<file path="src/rtl/rate_counter.sv">
// rate_counter: 4-bit hex digit counter advanced by a selectable-rate divider.
//
// A down-counter (rd) divides the clock by the period P chosen by rate_sel
// (1, CLK_HZ, 2*CLK_HZ or 4*CLK_HZ cycles). Each time rd expires while
// enabled, q steps by one (mod 16) and tick pulses; wrap pulses together with
// tick when q rolls over. load has priority over counting and restarts the
// divider. A change of rate_sel restarts the divider without a tick.
//
// Ports:
//   clock     in   sole clock, rising edge
//   reset     in   synchronous active-high reset
//   enable    in   1 = divider and counter advance, 0 = hold
//   rate_sel  in   [1:0] tick period select
//   load      in   synchronous parallel load of q
//   load_val  in   [3:0] value loaded into q
//   dir       in   0 = up, 1 = down (only with RATE_COUNTER_DOWN_EN)
//   q         out  [3:0] current digit, registered
//   tick      out  one-cycle pulse when q shows a counted value
//   wrap      out  one-cycle pulse when q shows a wrapped value
//
// Build option: define RATE_COUNTER_DOWN_EN to honour dir; otherwise dir is
// ignored and the counter always counts up.

module rate_counter #(
    parameter int unsigned CLK_HZ = 50000000
) (
    input  logic       clock,
    input  logic       reset,
    input  logic       enable,
    input  logic [1:0] rate_sel,
    input  logic       load,
    input  logic [3:0] load_val,
    input  logic       dir,
    output logic [3:0] q,
    output logic       tick,
    output logic       wrap
);

    localparam int unsigned RD_W = $clog2(4 * CLK_HZ);

    localparam logic [RD_W-1:0] RELOAD_SEL0 = '0;
    localparam logic [RD_W-1:0] RELOAD_SEL1 = RD_W'(CLK_HZ - 1);
    localparam logic [RD_W-1:0] RELOAD_SEL2 = RD_W'((2 * CLK_HZ) - 1);
    localparam logic [RD_W-1:0] RELOAD_SEL3 = RD_W'((4 * CLK_HZ) - 1);

    logic [RD_W-1:0] rd_q, rd_d;
    logic [3:0]      q_q, q_d;
    logic            tick_q, tick_d;
    logic            wrap_q, wrap_d;
    logic [1:0]      sel_q, sel_d;

    logic [RD_W-1:0] reload_c;
    logic            count_down_c;
    logic [3:0]      q_step_c;
    logic            wrap_hit_c;

    // Direction source depends on the build option.
`ifdef RATE_COUNTER_DOWN_EN
    assign count_down_c = dir;
`else
    logic dir_unused;
    assign dir_unused   = dir;
    assign count_down_c = 1'b0;
`endif

    // Divider reload value P-1 for the currently requested rate.
    always_comb begin
        reload_c = RELOAD_SEL0;
        case (rate_sel)
            2'b00:   reload_c = RELOAD_SEL0;
            2'b01:   reload_c = RELOAD_SEL1;
            2'b10:   reload_c = RELOAD_SEL2;
            2'b11:   reload_c = RELOAD_SEL3;
            default: reload_c = RELOAD_SEL0;
        endcase
    end

    // Next digit and rollover detection for one counting step.
    always_comb begin
        q_step_c   = q_q + 4'd1;
        wrap_hit_c = (q_q == 4'hF);
        if (count_down_c) begin
            q_step_c   = q_q - 4'd1;
            wrap_hit_c = (q_q == 4'h0);
        end
    end

    // Next-state: load beats a rate change, which beats normal counting.
    always_comb begin
        rd_d   = rd_q;
        q_d    = q_q;
        tick_d = 1'b0;
        wrap_d = 1'b0;
        sel_d  = rate_sel;

        if (load) begin
            q_d  = load_val;
            rd_d = reload_c;
        end else if (rate_sel != sel_q) begin
            // New rate: restart the divider, no step this cycle.
            rd_d = reload_c;
        end else if (enable) begin
            if (rd_q == '0) begin
                rd_d   = reload_c;
                q_d    = q_step_c;
                tick_d = 1'b1;
                wrap_d = wrap_hit_c;
            end else begin
                rd_d = rd_q - RD_W'(1);
            end
        end
    end

    // State registers with synchronous reset.
    always_ff @(posedge clock) begin
        if (reset) begin
            rd_q   <= reload_c;
            q_q    <= 4'h0;
            tick_q <= 1'b0;
            wrap_q <= 1'b0;
            sel_q  <= rate_sel;
        end else begin
            rd_q   <= rd_d;
            q_q    <= q_d;
            tick_q <= tick_d;
            wrap_q <= wrap_d;
            sel_q  <= sel_d;
        end
    end

    assign q    = q_q;
    assign tick = tick_q;
    assign wrap = wrap_q;

endmodule

</file>
<file path="config.mk">
export PLATFORM = sky130hd
export DESIGN_NAME = rate_counter
export DESIGN_NICKNAME = d
export VERILOG_FILES = /design/src/rtl/rate_counter.sv
export SDC_FILE = /design/constraint.sdc
export NUM_CORES = 1
export LEC_CHECK = 0
export BUFFER_PORTS_ARGS = -buffer_cell sky130_fd_sc_hd__buf_4
export CAP_MARGIN = 10
export CORE_MARGIN = 5
export CORE_UTILIZATION = 60
export DETAILED_ROUTE_END_ITERATION = 7
export HOLD_SLACK_MARGIN = 0.03
export PLACE_DENSITY = 0.8
export REMOVE_ABC_BUFFERS = 1
export SYNTH_ARGS = -nofsm -noshare
export SYNTH_HDL_FRONTEND = slang
export SYNTH_SLANG_ARGS = --single-unit
</file>
<file path="constraint.sdc">
create_clock -name clock -period 5 [get_ports clock]
set_input_delay 0.25 -clock clock [delete_from_list [all_inputs] [get_ports clock]]
set_output_delay 0.25 -clock clock [all_outputs]
set_load 0.02 [all_outputs]
</file>
==> flow_metrics.env <==
export IMPL_status="completed"
export IMPL_max_slew_worst_pin_slew_ns=0.877
export IMPL_crit_start="rd_q[18]$_DFFE_PP_"
export IMPL_power_leakage_nw=0.789
export IMPL_netlist_area_sq_um=2020
export IMPL_post_cts_resized=0
export IMPL_final_fill_count=288
export IMPL_insertion_delay_ns=0.35
export IMPL_dieArea_sq_um=4630
export IMPL_drt_iter0_drc=95
export IMPL_antenna_cells=0
export IMPL_clock_root_buffer="clkbuf_4"
export IMPL_cts_made_buffers=5
export IMPL_ys_types=33
export IMPL_fmax_mhz=377
export IMPL_rows=21
export IMPL_path_clk_slew_ns=0.11
export IMPL_yosys_warnings=0
export IMPL_place_congestion=0.804
export IMPL_yosysSeqAreaShare=0.495
export IMPL_initial_utilization=0.611
export IMPL_r2r_end="rd_q[4]$_DFFE_PP_"
export IMPL_io_buffers=15
export IMPL_antenna_found_initial=0
export IMPL_place_ws_ns=2.38
export IMPL_clock_skew_ns=0.0138
export IMPL_syn_inst=196
export IMPL_r2r_start="rd_q[18]$_DFFE_PP_"
export IMPL_finalSetupTns_ns=0
export IMPL_grt_max_degree=32
export IMPL_drtPass1Iterations=4
export IMPL_hold_viol=0
export IMPL_grt_busiest_layer="met2"
export IMPL_met3_usage=0.0657
export IMPL_rsz0062_at_grt="no"
export IMPL_grtUsageTotal=0.198
export IMPL_wl_um=4160
export IMPL_required_ns=5.07
export IMPL_endpoint_kind="flop"
export IMPL_worstSetupPathType="reg -> reg"
export IMPL_fin_crit_sh=0.531
export IMPL_final_cell_mix="28 x edfxtp_1, 24 x a21oi_1, 22 x xnor2_1"
export IMPL_clk_path_buf_depth=2
export IMPL_hp_class="in -> reg"
export IMPL_layout_commonest_cell="edfxtp_1"
export IMPL_clock_sinks=36
export IMPL_drv_cap=0
export IMPL_power_uw=620
export IMPL_postRouteAntennaNets=0
export IMPL_synth_area_leaders="edfxtp_1 42%, xnor2_1 9.5%, dfxtp_1 7.9%, a21oi_1 5.9%, ha_1 4.3%"
export IMPL_io_pins=17
export IMPL_die_h_um=68.1
export IMPL_cp_max_fo=12
export IMPL_final_setup_viol_count=0
export IMPL_syn_to_final_growth_pct=12.1
export IMPL_r2r_slack_ns=2.35
export IMPL_reg2reg_depth=5
export IMPL_use_met2=0.345
export IMPL_setup_slack_ns=2.35
export IMPL_synth_seq_cells=36
export IMPL_netlist_top_cell_by_area="edfxtp_1"
export IMPL_endpoint="rd_q[4]$_DFFE_PP_"
export IMPL_period_needed_ns=2.65
export IMPL_critPathLaunchType="flop"
export IMPL_peakVddDrop_v=0.000181
export IMPL_maxSlewViolCount=0
export IMPL_yosys_area_top_type_share=0.416
export IMPL_dpl_cell_area_sq_um=2200
export IMPL_drt_vias_per_instance=5.93
export IMPL_use_met1=0.221
export IMPL_vias=1565
export IMPL_grt_ovfl_total=0
export IMPL_dp_hpwl_um=3050
export IMPL_power_density_nw_per_um2=274
export IMPL_core_region_area_sq_um=3310
export IMPL_drc_errors=0
export IMPL_die_x_um=68.1
export IMPL_arrival_ns=2.72
export IMPL_drive_gt1_frac=0.138
export IMPL_final_area_sq_um=2270
export IMPL_synth_avg_cell_area_sq_um=10.3
export IMPL_cts_tree="done"
export IMPL_htreeDepth=2
export IMPL_grt_pass1_vias=1530
export IMPL_slew_headroom=0.414
export IMPL_wire_per_inst_um=15.8
export IMPL_grt_pass1_wl_um=6760
export IMPL_nets=235
## cells in the mapped netlist (all sizes together)
library cell	number
a311oi	2
a21oi	24
nand2	9
xnor2	22
and2	1
dfxtp	8
and4	2
buf	1
edfxtp	28
ha	7
nor4b	1
or3	5
nor2b	2
mux2i	1
and4bb	1
nor3	16
or4	2
xor2	6
o21ai	2
a31oi	2
clkbuf	3
nor2	21
inv	8
nor4	9
nor3b	1
a211oi	2
and3	1
nand3	4
nand4	5
## worst min-delay path by stage
stage / slack (ns) / startpoint / to / cells past startpoint
2_1_floorplan: 0.28 / rate_sel[0] / sel_q[0]$_DFF_P_ / 0
4_1_cts: 0.04 / rate_sel[1] / sel_q[1]$_DFF_P_ / 1
3_5_place_dp: 0.41 / rate_sel[1] / sel_q[1]$_DFF_P_ / 1
3_3_place_gp: 0.40 / rate_sel[1] / sel_q[1]$_DFF_P_ / 1
6_report: 0.06 / rate_sel[0] / sel_q[0]$_DFF_P_ / 1
5_1_grt: 0.03 / rate_sel[0] / sel_q[0]$_DFF_P_ / 1
## layer usage
metal / routed length, um / part of all wire
met1: 1700 / 0.41
met5: 0 / 0
met4: 68 / 0.016
met3: 202 / 0.049
met2: 2180 / 0.53
## where the power goes
part           switching, mW  internal, mW  leakage, nW
clock network         0.0967        0.0674       0.0329
registers             0.0263         0.349        0.358
logic                 0.0435        0.0371        0.398
total                  0.166         0.454        0.789
## kinds of logic after synthesis
kind of cell | count (synthesis) | share of synthesized area
buffers and inverters | 12 | 0.0229
flip-flops | 36 | 0.495
adder cells (fa/ha/maj) | 7 | 0.0433
XOR/XNOR | 28 | 0.121
AND/OR/NAND/NOR | 80 | 0.226
multiplexers | 1 | 0.00495
AO/OA/AOI/OAI | 32 | 0.0866
## critical path, cell delays in order, from the launching register on
cell and delay (ns):
edfxtp_1 0.49, or4_4 0.61, nor4b_4 0.31, a31oi_2 0.15
nor2b_1 0.70, a21oi_1 0.11
## through the flow
step,util,hold WS [ns],instances
6_report,0.684,0.0562,264
5_1_grt,0.684,0.0347,264
4_1_cts,0.681,0.0436,263
3_5_place_dp,0.664,0.407,255
3_3_place_gp,0.664,0.401,255
2_1_floorplan,-,0.278,192
## layout make-up
class	instances	area [sq um]	share of cell area
Clock buffer	7	55.1	0.0243
Clock inverter	1	3.75	0.00166
Inverter	8	30.0	0.0133
Multi-Input combinational cell	148	981	0.433
Sequential cell	36	1000	0.442
Tap cell	46	57.6	0.0254
Timing Repair Buffer	18	138	0.0607
## sequential cells by signal, summed over array words and instances (netlist names)
register / count
wrap: 1
sel_q: 2
tick: 1
q: 4
rd_q: 28
## repair_timing
item / in CTS / in global routing
hold buffers: 0 / 1
setup buffers: 0 / 0
hold endpoints to repair: 0 / 1
(Power assumes the default switching activity.)
